<file path="config.mk">
export PLATFORM = sky130hd
export DESIGN_NAME = exec_stage_flat
export DESIGN_NICKNAME = d
export VERILOG_FILES = /design/src/rtl/exec_pkg.sv /design/src/rtl/exec_if.sv /design/src/rtl/mul_iter.sv /design/src/rtl/exec_stage.sv /design/src/flat_wrapper.sv
export SDC_FILE = /design/constraint.sdc
export NUM_CORES = 1
export LEC_CHECK = 0
export ABC_AREA = 1
export CELL_PAD_IN_SITES_DETAIL_PLACEMENT = 0
export CELL_PAD_IN_SITES_GLOBAL_PLACEMENT = 2
export CORE_UTILIZATION = 32
export DETAILED_ROUTE_END_ITERATION = 10
export PLACE_DENSITY = 0.95
export SETUP_SLACK_MARGIN = 0.4
export SLEW_MARGIN = 20
export SYNTH_ARGS = -nofsm -noshare
export SYNTH_HDL_FRONTEND = slang
export SYNTH_HIERARCHICAL = 1
export SYNTH_SLANG_ARGS = --single-unit
</file>
<file path="constraint.sdc">
create_clock -name clk -period 7.72 [get_ports clk]
set_input_delay 1.544 -clock clk [delete_from_list [all_inputs] [get_ports clk]]
set_output_delay 1.544 -clock clk [all_outputs]
set_load 0.02 [all_outputs]
</file>
<file path="src/rtl/exec_pkg.sv">
// Shared opcodes, flag bit positions and FSM encoding for the 16-bit execute stage.
package exec_pkg;

    localparam logic [3:0] OpAdd  = 4'h0;
    localparam logic [3:0] OpAddu = 4'h1;
    localparam logic [3:0] OpAddc = 4'h2;
    localparam logic [3:0] OpSub  = 4'h3;
    localparam logic [3:0] OpCmp  = 4'h4;
    localparam logic [3:0] OpAnd  = 4'h5;
    localparam logic [3:0] OpOr   = 4'h6;
    localparam logic [3:0] OpXor  = 4'h7;
    localparam logic [3:0] OpMov  = 4'h8;
    localparam logic [3:0] OpLsh  = 4'h9;
    localparam logic [3:0] OpMul  = 4'hA;
    localparam logic [3:0] OpNop  = 4'hF;

    localparam int unsigned FlagC = 0;
    localparam int unsigned FlagL = 1;
    localparam int unsigned FlagF = 2;
    localparam int unsigned FlagZ = 3;
    localparam int unsigned FlagN = 4;

    localparam int unsigned MulCyclesDefault = 16;

    typedef enum logic [0:0] {
        StIdle,
        StMul
    } state_e;

    // Logical ops and MUL treat the immediate as unsigned; everything else sign-extends it.
    function automatic logic imm_zero_ext(logic [3:0] op);
        return (op == OpAnd) || (op == OpOr) || (op == OpXor) || (op == OpMul);
    endfunction

endpackage

</file>
<file path="src/rtl/exec_if.sv">
// Decode-to-execute issue channel plus the writeback and status returned by the stage.
interface exec_if;
    logic        in_valid;
    logic        in_ready;
    logic [3:0]  op;
    logic [4:0]  dst_idx;
    logic [15:0] a_data;
    logic [15:0] b_data;
    logic [7:0]  imm;
    logic        imm_sel;
    logic        wb_enable;
    logic [4:0]  wb_index;
    logic [15:0] wb_data;
    logic [4:0]  flags;
    logic        busy;

    modport master (
        output in_valid, op, dst_idx, a_data, b_data, imm, imm_sel,
        input  in_ready, wb_enable, wb_index, wb_data, flags, busy
    );

    modport slave (
        input  in_valid, op, dst_idx, a_data, b_data, imm, imm_sel,
        output in_ready, wb_enable, wb_index, wb_data, flags, busy
    );
endinterface

</file>
<file path="src/rtl/mul_iter.sv">
// Sequential shift-add multiplier producing the low 16 bits of an unsigned product.
// One step per cycle after start; result is the combinational value of the final step.
module mul_iter
    import exec_pkg::*;
#(
    parameter int unsigned MUL_CYCLES = MulCyclesDefault
) (
    input  logic        clk,
    input  logic        rst_n,
    input  logic        start,
    input  logic [15:0] a,
    input  logic [15:0] b,
    output logic        done,
    output logic [15:0] result
);

    localparam int unsigned CntW = $clog2(MUL_CYCLES);

    logic [15:0]     mcand_q;
    logic [15:0]     mplier_q;
    logic [15:0]     acc_q;
    logic [15:0]     acc_d;
    logic [CntW-1:0] cnt_q;
    logic            active_q;

    always_comb begin
        acc_d = acc_q + (mplier_q[0] ? mcand_q : 16'h0000);
    end

    assign done   = active_q && (cnt_q == CntW'(MUL_CYCLES - 1));
    assign result = acc_d;

    always_ff @(posedge clk or negedge rst_n) begin
        if (!rst_n) begin
            mcand_q  <= '0;
            mplier_q <= '0;
            acc_q    <= '0;
            cnt_q    <= '0;
            active_q <= 1'b0;
        end else if (start) begin
            mcand_q  <= a;
            mplier_q <= b;
            acc_q    <= '0;
            cnt_q    <= '0;
            active_q <= 1'b1;
        end else if (active_q) begin
            mcand_q  <= {mcand_q[14:0], 1'b0};
            mplier_q <= {1'b0, mplier_q[15:1]};
            acc_q    <= acc_d;
            if (done) begin
                active_q <= 1'b0;
            end else begin
                cnt_q <= cnt_q + 1'b1;
            end
        end
    end

endmodule

</file>
<file path="src/rtl/exec_stage.sv">
// Execute stage: single-cycle ALU with registered writeback and status flags.
// Define EXEC_MUL_EN to add the iterative multiplier and its back-pressure FSM.
module exec_stage
    import exec_pkg::*;
#(
    parameter int unsigned MUL_CYCLES = MulCyclesDefault
) (
    input logic   clk,
    input logic   rst_n,
    exec_if.slave bus
);

    logic        accept;
    logic [15:0] a_val;
    logic [15:0] b_val;
    logic        carry_in;
    logic [16:0] sum;
    logic        alu_wr;
    logic [15:0] alu_res;
    logic [4:0]  flags_d;

    logic        wb_enable_q;
    logic [4:0]  wb_index_q;
    logic [15:0] wb_data_q;
    logic [4:0]  flags_q;

    assign accept = bus.in_valid && bus.in_ready;
    assign a_val  = bus.a_data;

    always_comb begin
        b_val = bus.b_data;
        if (bus.imm_sel) begin
            b_val = imm_zero_ext(bus.op) ? {8'h00, bus.imm} : {{8{bus.imm[7]}}, bus.imm};
        end
    end

    // ADDC consumes the C already committed, so a preceding ADD's carry is visible.
    assign carry_in = (bus.op == OpAddc) && flags_q[FlagC];

    always_comb begin
        alu_wr  = 1'b0;
        alu_res = '0;
        flags_d = flags_q;
        sum     = '0;
        case (bus.op)
            OpAdd, OpAddu, OpAddc: begin
                sum              = {1'b0, a_val} + {1'b0, b_val} + {16'd0, carry_in};
                alu_res          = sum[15:0];
                alu_wr           = 1'b1;
                flags_d[FlagC]   = sum[16];
                flags_d[FlagZ]   = (sum[15:0] == 16'h0000);
                if (bus.op != OpAddu) begin
                    flags_d[FlagF] = (a_val[15] == b_val[15]) && (sum[15] != a_val[15]);
                end
            end
            OpSub: begin
                sum            = {1'b0, a_val} - {1'b0, b_val};
                alu_res        = sum[15:0];
                alu_wr         = 1'b1;
                flags_d[FlagC] = sum[16];
                flags_d[FlagF] = (a_val[15] != b_val[15]) && (sum[15] != a_val[15]);
                flags_d[FlagZ] = (sum[15:0] == 16'h0000);
            end
            OpCmp: begin
                flags_d[FlagZ] = (a_val == b_val);
                flags_d[FlagL] = (a_val < b_val);
                flags_d[FlagN] = ($signed(a_val) < $signed(b_val));
            end
            OpAnd, OpOr, OpXor, OpMov, OpLsh: begin
                alu_wr = 1'b1;
                unique case (bus.op)
                    OpAnd:   alu_res = a_val & b_val;
                    OpOr:    alu_res = a_val | b_val;
                    OpXor:   alu_res = a_val ^ b_val;
                    OpMov:   alu_res = b_val;
                    default: alu_res = b_val[4] ? (a_val >> b_val[3:0]) : (a_val << b_val[3:0]);
                endcase
                flags_d[FlagZ] = (alu_res == 16'h0000);
            end
            default: ;
        endcase
    end

`ifdef EXEC_MUL_EN
    state_e      state_q;
    logic [4:0]  mul_dst_q;
    logic        mul_start;
    logic        mul_done;
    logic [15:0] mul_result;

    assign mul_start = accept && (bus.op == OpMul);

    mul_iter #(
        .MUL_CYCLES(MUL_CYCLES)
    ) u_mul_iter (
        .clk   (clk),
        .rst_n (rst_n),
        .start (mul_start),
        .a     (a_val),
        .b     (b_val),
        .done  (mul_done),
        .result(mul_result)
    );

    assign bus.in_ready = (state_q == StIdle);
    assign bus.busy     = (state_q == StMul);
`else
    logic unused_mul_cycles;
    assign unused_mul_cycles = ^MUL_CYCLES;

    assign bus.in_ready = 1'b1;
    assign bus.busy     = 1'b0;
`endif

    always_ff @(posedge clk or negedge rst_n) begin
        if (!rst_n) begin
            wb_enable_q <= 1'b0;
            wb_index_q  <= '0;
            wb_data_q   <= '0;
            flags_q     <= '0;
`ifdef EXEC_MUL_EN
            state_q     <= StIdle;
            mul_dst_q   <= '0;
`endif
        end else begin
            wb_enable_q <= 1'b0;
            if (accept) begin
                flags_q <= flags_d;
                if (alu_wr) begin
                    wb_enable_q <= 1'b1;
                    wb_index_q  <= bus.dst_idx;
                    wb_data_q   <= alu_res;
                end
            end
`ifdef EXEC_MUL_EN
            // Accepts never coincide with StMul since in_ready is low there.
            unique case (state_q)
                StIdle: begin
                    if (mul_start) begin
                        state_q   <= StMul;
                        mul_dst_q <= bus.dst_idx;
                    end
                end
                StMul: begin
                    if (mul_done) begin
                        wb_enable_q    <= 1'b1;
                        wb_index_q     <= mul_dst_q;
                        wb_data_q      <= mul_result;
                        flags_q[FlagZ] <= (mul_result == 16'h0000);
                        state_q        <= StIdle;
                    end
                end
                default: state_q <= StIdle;
            endcase
`endif
        end
    end

    assign bus.wb_enable = wb_enable_q;
    assign bus.wb_index  = wb_index_q;
    assign bus.wb_data   = wb_data_q;
    assign bus.flags     = flags_q;

endmodule

</file>
<file path="src/flat_wrapper.sv">
// flat-port wrapper written by rule: the top's interface ports become plain ports
module exec_stage_flat import exec_pkg::*;
#(
    parameter int unsigned MUL_CYCLES = MulCyclesDefault
)
  (clk, rst_n, bus_in_valid, bus_op, bus_dst_idx, bus_a_data, bus_b_data, bus_imm, bus_imm_sel, bus_in_ready, bus_wb_enable, bus_wb_index, bus_wb_data, bus_flags, bus_busy);
  exec_if bus_i ();
  input logic clk;
  input logic rst_n;
  input wire logic [$bits(bus_i.in_valid)-1:0] bus_in_valid;
  input wire logic [$bits(bus_i.op)-1:0] bus_op;
  input wire logic [$bits(bus_i.dst_idx)-1:0] bus_dst_idx;
  input wire logic [$bits(bus_i.a_data)-1:0] bus_a_data;
  input wire logic [$bits(bus_i.b_data)-1:0] bus_b_data;
  input wire logic [$bits(bus_i.imm)-1:0] bus_imm;
  input wire logic [$bits(bus_i.imm_sel)-1:0] bus_imm_sel;
  output wire logic [$bits(bus_i.in_ready)-1:0] bus_in_ready;
  output wire logic [$bits(bus_i.wb_enable)-1:0] bus_wb_enable;
  output wire logic [$bits(bus_i.wb_index)-1:0] bus_wb_index;
  output wire logic [$bits(bus_i.wb_data)-1:0] bus_wb_data;
  output wire logic [$bits(bus_i.flags)-1:0] bus_flags;
  output wire logic [$bits(bus_i.busy)-1:0] bus_busy;
  assign bus_i.in_valid = bus_in_valid;
  assign bus_i.op = bus_op;
  assign bus_i.dst_idx = bus_dst_idx;
  assign bus_i.a_data = bus_a_data;
  assign bus_i.b_data = bus_b_data;
  assign bus_i.imm = bus_imm;
  assign bus_i.imm_sel = bus_imm_sel;
  assign bus_in_ready = bus_i.in_ready;
  assign bus_wb_enable = bus_i.wb_enable;
  assign bus_wb_index = bus_i.wb_index;
  assign bus_wb_data = bus_i.wb_data;
  assign bus_flags = bus_i.flags;
  assign bus_busy = bus_i.busy;
  exec_stage #(.MUL_CYCLES(MUL_CYCLES)) u_core (.clk(clk), .rst_n(rst_n), .bus(bus_i));
endmodule
</file>
Word-level counts from Yosys, hierarchy flattened

Cells that the tools add are included.

Register bits: 27
Bits in latches: 0
Memory bits (writable): 0
ROM bits: 0
Bits of input ports: 53
Output and inout bits: 29
Logic and storage cells: 67
Memories: 0

$add $sub $neg: 3
Multiply operators: 0
Divide/modulo/power cells: 0
$lt $le $gt $ge: 2
Equality and inequality tests: 17
Shift operators: 2
Muxes and demuxes: 13
Bitwise gates (word level): 3
Reduce and logical (&&, ||, !) cells: 20

Operators with widths:

| cell                                                  | number |
|---|---|
| two-way mux 16 bit                                    | 4 |
| one-hot mux 16 bit (4 select lines)                   | 1 |
| zero test 16 bit                                      | 3 |
| one-hot mux 16 bit (3 select lines)                   | 1 |
| less-than comparator 16 bit                           | 2 |
| adder 16 x 16 -> 17 bit                               | 1 |
| adder 17 x 1 -> 17 bit                                | 1 |
| subtractor 16 x 16 -> 17 bit                          | 1 |
| AND 16 bit                                            | 1 |
| == test 16 bit                                        | 1 |
| == test 4 x 3 -> 1 bit, second input constant         | 4 |
| OR 16 bit                                             | 1 |
| << shifter 16 x 4 -> 16 bit                           | 1 |
| >> shifter 16 x 4 -> 16 bit                           | 1 |
| bitwise XOR 16 bit                                    | 1 |
| == test 4 bit, second input constant                  | 3 |
| OR reduction 9 bit                                    | 1 |
| == test 4 x 2 -> 1 bit, second input constant         | 2 |
| AND reduction 2 bit                                   | 4 |
| OR reduction 5 bit                                    | 1 |
| == test 4 x 1 -> 1 bit, second input constant         | 1 |
| zero test 4 bit                                       | 1 |
| two-way mux 1 bit                                     | 4 |
| inequality test 4 x 1 -> 1 bit, second input constant | 1 |
| 11 further kinds                                      | 18 |

Logic depth before layout (Yosys ltp)

Gate-level depths: netlist (run 1).

Depth after elaboration: 12
Depth in mapped cells: 23
Depth with buffers taken out: 23

Least setup slack after synthesis (run 1)

Ideal clock, no wire load.

Kind: input to register
From: input port bus_op[3]
To: register u_core.flags_q[3] (netlist: u_core/bus.flags[3])
Setup time: 0.071 ns
Data arrival time: 3.856 ns
Path slack: 3.792 ns
Cell stages on the path: 21
Path through: nor2_1 -> inv_1 -> nor4_1 -> fa_1 -> inv_1 -> fa_1 -> inv_1 -> nand3_1 -> nand2_1 -> nand2_1 -> nand2_1 -> inv_1 -> o21ai_0 -> nand2_1 -> nand2_1 -> nand4_1 -> nor2_1 -> nand4_1 -> nand3_1 -> nor2_1 -> nor2_1

Longest elaborated chain between the ends: 11

Ends and longest elaborated chain:

| item                                                                             | RTL line           | text |
|---|---|---|
| from (decl)                                                                      | flat_wrapper.sv:11 | `input wire logic [$bits(bus_i.op)-1:0] bus_op;` |
| parallel branches: the longest is 11 deep, another holds adder 16 x 16 -> 17 bit | -                  |  |
| to (signal assigned)                                                             | exec_stage.sv:128  | `flags_q <= flags_d;` |
| to (decl)                                                                        | exec_stage.sv:25   | `logic [4:0] flags_q;` |

Several ways; the timed one is not identified. The select of a mux whose other input is x is not followed.
A chain may end at the register's enable or synchronous reset.

Final worst setup path (run 1)

From: input port bus_imm_sel
To: register u_core.wb_data_q[15] (netlist: u_core/bus.wb_data[15])

Longest elaborated chain between the ends: 6

Ends and longest elaborated chain:

| item                                                                            | RTL line           | text |
|---|---|---|
| from (decl)                                                                     | flat_wrapper.sv:16 | `input wire logic [$bits(bus_i.imm_sel)-1:0] bus_imm_sel;` |
| two-way mux 16 bit *                                                            | exec_stage.sv:32   | `if (bus.imm_sel) begin` |
| parallel branches: the longest is 4 deep, another holds adder 16 x 16 -> 17 bit | -                  |  |
| one-hot mux 16 bit (3 select lines) *                                           | exec_stage.sv:45   | `case (bus.op)` |
| to (signal assigned)                                                            | exec_stage.sv:132  | `wb_data_q <= alu_res;` |
| to (decl)                                                                       | exec_stage.sv:24   | `logic [15:0] wb_data_q;` |

Mark *: on every way between the ends. The select of a mux whose other input is x is not followed.

==> flow_summary_export.csv, run 1 <==
group,metric,value,unit
grt,grt_start_max_net_pins,37,
grt,top_usage_layer,"met2",
grt,grt_pass1_vias,6522,
grt,antenna_found_initial,0,
setup_path,critPathRequiredTime,7870,ps
finish,fillers,1978,
grt,grtUsageMet1,35.2,%
finish,area_growth,16.4,%
run_status,status,"complete, no violations",
finish,nets,1130,
setup_path,critPathLaunch,"bus_imm_sel",
logic_synthesis,netlist_area,5720,um^2
drt,drt_wl_total,24200,um
finish,final_cells,1249,
clocking,clock_latency,260,ps
setup_path,arrival,5630,ps
clocking,ctsResizeCount,0,
logic_synthesis,synthesis.nets,1083,
clocking,clock_sinks,27,
setup_path,worst_r2r_startpoint,"u_core/bus.flags[0]",
die,rows,48,
grt,grt_remaining_overflow,0,
power,ir_worst_vdd,0.0992,mV
clocking,cts-buffers-inserted,3,
clocking,cts_root_buf,"clkbuf_16",
die,die_w,136,um
min_path,min_from,"u_core/bus.wb_index[2]",
placement,place_area,6570,um^2
placement,port_buffers,79,
logic_synthesis,avgSynthCellArea,5.85,um^2
die,start_util,33.0,%
finish,fin_area,6660,um^2
grt,grt_pass1_wl,37100,um
timing,min_period,5480,ps
clocking,cts_tree,"yes",
timing,setup_tns,0,ps
timing,clock-skew-final,1.26,ps
logic_synthesis,synthDistinctLibCells,45,
die,die_area,18400,um^2
drt,num_vias,6899,
grt,grtUsageMet3,1.61,%
timing,finalHoldViolations,0,
logic_synthesis,ys_ff_latch,27,
drt,firstDrtPassIters,7,
timing,slew_viol_final,0,
clocking,postCtsHoldBufs,0,
logic_synthesis,netlist_instances,978,
power,power.leakage,3.30,nW
flow_run,maxCapViolCount,0,
drt,antenna_left,0,
logic_synthesis,yosys_warnings,6,
placement,gp_congestion,1.02,
timing,max_freq,183,MHz
logic_synthesis,seq_area_frac_synth,11.8,%
clocking,h-tree-depth,1,
die,die_h,136,um
die,ios,82,
setup_path,startpoint_type,"input pin",
drt,drt_iter0_drc,591,
timing,max_slew_margin,36.3,%
clocking,clockBufferDepth,2,
setup_path,cp-end-kind,"flip-flop",
placement,hpwl,19900,um
finish,drive_above_1_share,5.27,%
drt,avgRoutedWirePerCell,19.4,um
timing,setup_viol,0,
grt,gr-usage-all-layers,26.6,%
clocking,cts_setup_buffers,0,
clocking,clkTransAtPathRegs,70,ps
placement,dp_cells,1245,
timing,rsz0062_at_grt,"no",
die,core_region_area,17400,um^2
setup_path,path_class,"input pin to flip-flop",
setup_path,worstPathMaxFanout,20,
min_path,holdCritPathClass,"flip-flop to flip-flop",
finish,insertedDiodeCount,0,
drt,drc,0,
power,power_density,140,nW/um^2
drt,viasPerCell,5.52,
grt,use_met2,43.8,%
timing,finalCritPeriodShare,71.0,%
timing,tightest_slew,952,ps
worst max-delay path: stages:
cell and delay (ps):
clkdlybuf4s50_1 900, inv_2 380, nand2_1 80, nand2_1 410
inv_1 240, ha_1 540, inv_1 100, a21oi_1 260
nand2_1 90, nand2_1 80, nand3_1 110, a21oi_1 250
o21bai_1 140, inv_1 90, nand2_1 60, nand3_1 70
o2111ai_1 110, o21ai_0 120, inv_1 50
layout make-up:
class | count | area, um^2 | area share (%)
timing repair buffer | 83 | 821 | 12.3
clock inverter | 1 | 7.51 | 0.113
clock buffer | 3 | 75.1 | 1.13
multi-input combinational | 788 | 4330 | 65.1
tap | 225 | 282 | 4.23
sequential | 27 | 676 | 10.2
inverter | 122 | 463 | 6.95
state kept, by name, summed over array words and instances, names as in the netlist:
signal / cells
u_core/bus.flags: 5
u_core/bus.wb_data: 16
u_core/bus.wb_enable: 1
u_core/bus.wb_index: 5
cells by family (layout without fill, tap and decap cells):
logic type / Yosys count / after routing / synth area share [%]
xor gates and xnor gates: 14 / 14 / 2.14
adders and majority gates: 52 / 52 / 11.8
other: 2 / 2 / 0.131
AOI/OAI and AO/OA: 146 / 146 / 15.5
buffers and inverters: 163 / 209 / 12.4
DFF: 27 / 27 / 11.8
and+or+nand+nor: 574 / 574 / 46.2
metal layers:
| metal | wire length (um) | vias to the layer above |
|---|---|---|
| li1 | - | 3355 |
| met1 | 10300 | 3176 |
| met2 | 11200 | 306 |
| met3 | 1550 | 62 |
| met4 | 1180 | 0 |
| met5 | 0 | - |
path summary, 6_finish.rpt:
path / to / slack (ps) / cells after the start
min in group asynchronous: u_core/bus.wb_data[8] / 1670 / 2
worst max-delay path: u_core/bus.wb_data[15] / 2240 / 19
worst min-delay path: u_core/bus.wb_index[2] / 480 / 2
worst max register to register: u_core/bus.flags[3] / 4610 / 20
max in group asynchronous: u_core/bus.wb_data[2] / 5800 / 2
worst min register to register: u_core/bus.wb_index[2] / 480 / 2
synth_stat cells (all sizes together):
master | number | area, um^2
o22ai | 10 | 62.6
o21ai | 49 | 257
a221oi | 1 | 8.76
nand4 | 12 | 75.1
conb | 2 | 7.51
xor2 | 13 | 114
nand3 | 200 | 1060
a22oi | 7 | 52.6
or2 | 4 | 25.0
nand2 | 280 | 1130
inv | 120 | 455
nor3 | 8 | 40.0
fa | 3 | 60.1
nor2 | 65 | 280
clkinv | 2 | 7.51
o211ai | 7 | 52.6
nand3b | 3 | 22.5
o221ai | 1 | 8.76
a21oi | 40 | 200
o21a | 1 | 7.51
clkbuf | 14 | 52.6
o2111ai | 11 | 96.3
dfrtp | 27 | 676
a21boi | 1 | 7.51
a31oi | 9 | 56.3
ha | 49 | 613
nor4 | 2 | 12.5
buf | 27 | 195
a41oi | 6 | 52.6
xnor2 | 1 | 8.76
o21bai | 3 | 22.5
layout by cell type, fill, tap and decap left out, types with 4 or more instances in the layout:
| cell | synthesis | layout |
|---|---|---|
| nor3_1 | 8 | 8 |
| nand2_2 | 9 | 9 |
| dfrtp_1 | 27 | 27 |
| buf_4 | 5 | 4 |
| inv_2 | 8 | 8 |
| o21ai_0 | 39 | 39 |
| nand3_2 | 12 | 12 |
| a21oi_1 | 40 | 40 |
| a41oi_1 | 6 | 6 |
| nand3_1 | 188 | 188 |
| ha_1 | 49 | 49 |
| o2111ai_1 | 11 | 11 |
| nand2_1 | 266 | 266 |
| or2_2 | 4 | 4 |
| o22ai_1 | 10 | 10 |
| xor2_1 | 13 | 13 |
| clkdlybuf4s50_1 | 0 | 79 |
| o21ai_1 | 9 | 9 |
| a31oi_1 | 9 | 9 |
| a22oi_1 | 7 | 7 |
| o211ai_1 | 7 | 7 |
| nand4_1 | 12 | 12 |
| nor2_1 | 60 | 60 |
| inv_1 | 110 | 110 |
per-stage QoR:
step,setup WS [ps],total power [mW],hold slack (ps),util (%)
2_1_floorplan,3790,0.578,591,-
3_3_place_gp,2070,0.807,462,37.9
3_5_place_dp,2030,0.803,471,37.9
4_1_cts,2310,0.925,488,38.4
5_1_grt,1820,0.998,512,38.4
6_report,2240,0.930,481,38.4
report_power, final:
| group | switching, mW | internal [mW] |
|---|---|---|
| Clock | 0.0473 | 0.0703 |
| Sequential | 0.0161 | 0.171 |
| Combinational | 0.413 | 0.213 |
Note: power is estimated with default switching activity, not from simulation.
==> run 2: changes to the inputs <==
CORE_UTILIZATION = 29   (was 32)
PLACE_DENSITY = 0.88   (was 0.95)
clock period = 5.39 ns   (was 7.72 ns; I/O delays follow)
==> run 2 against run 1 <==
  * Count of clock-buffer cells in the layout is the same
  * Sequential power grew 43%
  * Non-clock buffer count grew 7
  * Setup slack got worse by 1300 ps
  * Power grew 45%
  * Combinational power increased by 45%
  * Sequential share of layout area is 0.14 points lower
  * Wire length is 2.9% higher
  * Clock skew rose by 3.1 ps
  * Flip-flop and latch count is the same
  * Register-to-register slack got worse by 2400 ps
==> flow_summary_export.csv, run 2 (synthesized netlist as in run 1, its figures left out) <==
group,metric,value,unit
run_status,status,"complete, no violations",
placement,port_buffers,79,
die,die_h,142,um
power,power_density,199,nW/um^2
drt,num_vias,6950,
die,die_w,142,um
flow_run,maxCapViolCount,0,
finish,largest_reg_flops,16,
setup_path,arrival,4650,ps
finish,insertedDiodeCount,0,
die,ios,82,
timing,setup_tns,0,ps
setup_path,cp_slowest_cell,"clkdlybuf4s50_1",
setup_path,worstPathMaxFanout,8,
drt,antenna_left,0,
finish,fillers,2198,
grt,antenna_found_initial,0,
drt,avgRoutedWirePerCell,19.3,um
setup_path,cpPeakStageDelay,540,ps
timing,finalHoldViolations,0,
drt,firstDrtPassIters,5,
finish,final_core_util,35.5,%
setup_path,critPathRequiredTime,5540,ps
placement,hpwl,20500,um
setup_path,cpMostUsedCell,"nand2_1",
placement,dp_cells,1287,
finish,seqCellArea,676,um^2
setup_path,cp_num_buf_inv,4,
drt,drt_wl_total,24900,um
clocking,clock_sinks,27,
setup_path,cp-end-kind,"flip-flop",
grt,grt_pass1_vias,6764,
timing,slew_viol_final,0,
drt,drc,0,
placement,gp_congestion,0.962,
timing,max_freq,222,MHz
timing,rsz0062_at_grt,"no",
clocking,h-tree-depth,1,
drt,drt_iter0_drc,593,
clocking,clock_latency,260,ps
setup_path,path_class,"input pin to flip-flop",
die,start_util,30.1,%
timing,tightest_slew,925,ps
die,die_area,20300,um^2
finish,nets,1137,
finish,fin_area,6750,um^2
timing,setup_viol,0,
power,ir_worst_vdd,0.115,mV
grt,grt_pass1_wl,38400,um
clocking,cts_tree,"yes",
placement,place_area,6670,um^2
timing,min_period,4500,ps
timing,clock-skew-final,4.37,ps
finish,drive_above_1_share,5.92,%
timing,max_slew_margin,37.7,%
grt,gr-usage-all-layers,24.8,%
clocking,ctsResizeCount,0,
clocking,cts-buffers-inserted,3,
power,power,1.34,mW
timing,finalCritPeriodShare,83.5,%
min_path,holdCritPathClass,"flip-flop to flip-flop",
setup_path,crit_path_cell_trace,"clkdlybuf4s50_1 -> inv_1 -> nand2_1 -> nand2_1 -> nand3_1 -> nand2_2 -> o21ai_0 -> inv_1 -> ha_1 -> nor2_1 -> nand2_1 -> nor2_1 -> nand2_1 -> nand3_1 -> a21oi_1 -> o21bai_1 -> nand2_1 -> nand3_1 -> o2111ai_1 -> o21ai_0 -> inv_1",
finish,area_growth,18.1,%
die,core_region_area,19000,um^2
die,rows,50,
grt,grt_start_max_net_pins,35,
setup_path,startpoint_type,"input pin",
power,power.leakage,3.33,nW
clocking,clkTransAtPathRegs,70,ps
grt,grt_remaining_overflow,0,
clocking,cts_setup_buffers,0,
drt,viasPerCell,5.38,
clocking,cts_root_buf,"clkbuf_16",
finish,multi_input_area,4330,um^2
finish,final_cell_mix,"nand2_1, nand3_1, inv_1",
setup_path,crit_family,"simple AND/OR/NAND/NOR gates",
clocking,postCtsHoldBufs,0,
finish,final_common_cell,"nand2_1",
clocking,clockBufferDepth,2,
finish,final_cells,1291,
[run 2: worst paths after layout]
check,cells after the start,slack [ps],start,to
worst min register to register,2,480,u_core/bus.wb_index[0],u_core/bus.wb_index[0]
max in group asynchronous,2,3930,rst_n,u_core/bus.wb_data[0]
min in group asynchronous,2,1190,rst_n,u_core/bus.wb_enable
worst max register to register,20,2200,u_core/bus.flags[0],u_core/bus.flags[3]
worst min-delay path,2,480,u_core/bus.wb_index[0],u_core/bus.wb_index[0]
worst max-delay path,21,890,bus_op[0],u_core/bus.wb_data[15]
[run 2: final cells by class]
cell class	instances	share of cell area, %
Clock buffer	3	1.11
Multi-Input combinational cell	788	64.2
Timing Repair Buffer	90	12.9
Inverter	122	6.86
Clock inverter	1	0.111
Tap cell	260	4.82
Sequential cell	27	10.0
[run 2: tightest hold or removal path: cells and delay by family (launching register included)]
family	cells	cell delay (ps)
and+or+nand+nor	2	100
DFF	1	350
[run 2: metal layers]
| layer | GRT usage, % | up-vias | wire length, um | share of wire [%] |
|---|---|---|---|---|
| met1 | 32.4 | 3275 | 10900 | 44 |
| met2 | 41.9 | 261 | 11700 | 47 |
| li1 | - | 3369 | - | - |
| met3 | 2.15 | 45 | 1330 | 5.4 |
| met5 | 0 | - | 0 | 0 |
| met4 | 10.3 | 0 | 973 | 3.9 |
[run 2: where the power goes]
group / leakage (nW) / switching, mW / internal (mW)
clock: 0.0371 / 0.0699 / 0.101
combinational: 2.97 / 0.596 / 0.310
sequential: 0.325 / 0.0235 / 0.245
total: 3.33 / 0.689 / 0.655
[run 2: metrics by stage]
stage / hold WS [ps] / setup slack [ps]
4_1_cts: 485 / 922
3_3_place_gp: 463 / 686
6_report: 480 / 891
3_5_place_dp: 467 / 663
2_1_floorplan: 591 / 1930
5_1_grt: 506 / 571
==> run 3: changes to the inputs <==
clock period = 4.7 ns   (was 5.39 ns; I/O delays follow)
==> run 3 against run 2 <==
  * First-iteration DRC count decreased by 2.0%
  * Via count increased by 0.73%
  * Count of clock-buffer cells in the layout unchanged
  * Combinational power increased by 17%
  * Non-clock buffer count increased by 7
  * Register-to-register slack got worse by 510 ps
  * Setup slack got worse by 230 ps
  * Largest power group unchanged
==> flow_summary_export.csv, run 3 (synthesized netlist as in run 1, its figures left out) <==
group,metric,value,unit
run_status,status,"complete, no violations",
finish,nets,1144,
finish,area_growth,20.1,%
timing,max_slew_margin,44.3,%
timing,max_freq,248,MHz
power,swShare,51.0,%
placement,gp_congestion,0.975,
finish,multi_input_area,4390,um^2
power,power,1.56,mW
drt,wl_met2,11500,um
die,core_region_area,19000,um^2
clocking,postCtsHoldBufs,0,
setup_path,cp_num_buf_inv,5,
timing,setup_viol,0,
drt,wl_met3,1430,um
setup_path,startpoint_type,"input pin",
setup_path,crit_path_cell_trace,"clkdlybuf4s50_1 -> buf_4 -> nand2_1 -> nand2_2 -> inv_2 -> ha_1 -> buf_4 -> a21oi_1 -> nand2_1 -> nand2_1 -> nand2_1 -> inv_1 -> nand2_1 -> nand2_1 -> nand3_1 -> nor2_1 -> nand4_1 -> nor2_1 -> nand4_1 -> nand3_1 -> nor2_1 -> nor2_1",
min_path,holdPathEnd,"u_core/bus.wb_index[1]",
finish,final_cells,1298,
clocking,cts_root_buf,"clkbuf_16",
drt,firstDrtPassIters,5,
min_path,whs_path_depth,2,
clocking,clkTransAtPathRegs,70,ps
drt,m1WireLength,11000,um
drt,drt_iter0_drc,581,
setup_path,worstPathMaxFanout,14,
clocking,clockBufferDepth,2,
timing,tightest_slew,827,ps
timing,clock-skew-final,2.92,ps
power,power.leakage,3.38,nW
clocking,cts-buffers-inserted,3,
setup_path,path_class,"input pin to flip-flop",
grt,grt_pass1_vias,6609,
grt,grt_remaining_overflow,0,
die,rows,50,
placement,dp_cells,1293,
finish,largest_reg_flops,16,
setup_path,cp-end-kind,"flip-flop",
power,switchingPower,794,uW
drt,top_layer,"met4",
finish,fillers,2190,
flow_run,maxCapViolCount,0,
setup_path,worstRegToRegCells,20,
clocking,cts_tree,"yes",
setup_path,cpMostUsedCell,"nand2_1",
die,die_w,142,um
grt,antenna_found_initial,0,
die,die_area,20300,um^2
drt,avgRoutedWirePerCell,19.3,um
timing,finalHoldViolations,0,
timing,min_period,4030,ps
drt,viasPerCell,5.39,
min_path,holdCritPathClass,"flip-flop to flip-flop",
grt,grt_pass1_wl,38000,um
timing,timing.hold.ws,479,ps
finish,fin_area,6870,um^2
setup_path,cp_slowest_cell,"clkdlybuf4s50_1",
timing,slew_viol_final,0,
finish,final_common_cell,"nand2_1",
finish,drive_above_1_share,7.90,%
setup_path,cpPeakStageDelay,530,ps
setup_path,ff2ff_setup_slack,1690,ps
die,start_util,30.1,%
power,p_clk_share,12.3,%
setup_path,crit_family,"simple AND/OR/NAND/NOR gates",
finish,seqCellArea,676,um^2
setup_path,worst_r2r_startpoint,"u_core/bus.flags[0]",
finish,final_cell_mix,"nand2_1, nand3_1, inv_1",
drt,drt_wl_total,25000,um
power,combPwrFrac,68.0,%
die,ios,82,
drt,antenna_left,0,
timing,rsz0062_at_grt,"no",
setup_path,critPathRequiredTime,4890,ps
clocking,clock_latency,260,ps
setup_path,arrival,4220,ps
power,power.internal,764,uW
placement,place_area,6720,um^2
grt,gr-usage-all-layers,24.8,%
timing,setup_tns,0,ps
drt,drc,0,
setup_path,rr_endpoint,"u_core/bus.flags[3]",
timing,finalCritPeriodShare,85.8,%
clocking,clock_sinks,27,
clocking,h-tree-depth,1,
placement,port_buffers,79,
power,ir_worst_vdd,0.178,mV
finish,insertedDiodeCount,0,
setup_path,crit_cells,22,
placement,dp_slack,156,ps
min_path,min_from,"u_core/bus.wb_index[1]",
finish,final_core_util,36.1,%
timing,layout_setup_ws,666,ps
drt,num_vias,7001,
placement,hpwl,20700,um
grt,grt_start_max_net_pins,35,
die,die_h,142,um
power,p_seq_share,19.7,%
power,power_density,227,nW/um^2
## run 3: cell types whose count changed in the layout (fill, tap and decap cells not counted), sizes merged
cell	previous run	this run
buf	11	18
clkdlybuf4s50	79	78
dlymetal6s2s	0	1
## run 3: worst max path at each step
stage | startpoint | endpoint | slack [ps]
floorplan | bus_op[3] | u_core/bus.flags[3] | 1380
global placement | bus_op[3] | u_core/bus.flags[3] | 110
detailed placement | bus_op[3] | u_core/bus.flags[3] | 160
CTS | bus_op[3] | u_core/bus.flags[3] | 420
global route | bus_op[2] | u_core/bus.flags[3] | 390
finish | bus_imm_sel | u_core/bus.flags[3] | 670
## run 3: layout make-up
type                       count  share of cell area [%]
sequential                    27                    9.83
timing repair buffer          97                    13.6
clock buffer                   3                    1.09
multi-input combinational    788                    63.9
tap                          260                    4.74
inverter                     122                    6.74
clock inverter                 1                   0.109
## run 3: timing repair
action                                  CTS  global route
endpoints found under the setup margin    0            10
resized for setup                         0            24
setup buffers                             0             1
hold endpoints to repair                  0             0
## run 3: layer usage
layer | vias to the layer above | track usage (%)
met5 | - | 0
li1 | 3386 | -
met2 | 295 | 41.7
met4 | 0 | 10.4
met1 | 3268 | 32.6
met3 | 52 | 1.75
## run 3: power by group through the flow
| stage | combinational, mW | sequential [mW] | clock, mW |
|---|---|---|---|
| global route | 1.15 | 0.313 | 0.208 |
| global placement | 1.04 | 0.311 | 0 |
| detailed placement | 1.03 | 0.311 | 0 |
| floorplan | 0.580 | 0.369 | 0 |
| finish | 1.06 | 0.307 | 0.192 |
| CTS | 1.03 | 0.308 | 0.200 |
## run 3: tightest hold or removal path: cells and delay by family (launching register included)
| kind | cells | cell delay, ps |
|---|---|---|
| DFF | 1 | 340 |
| and+or+nand+nor | 2 | 110 |
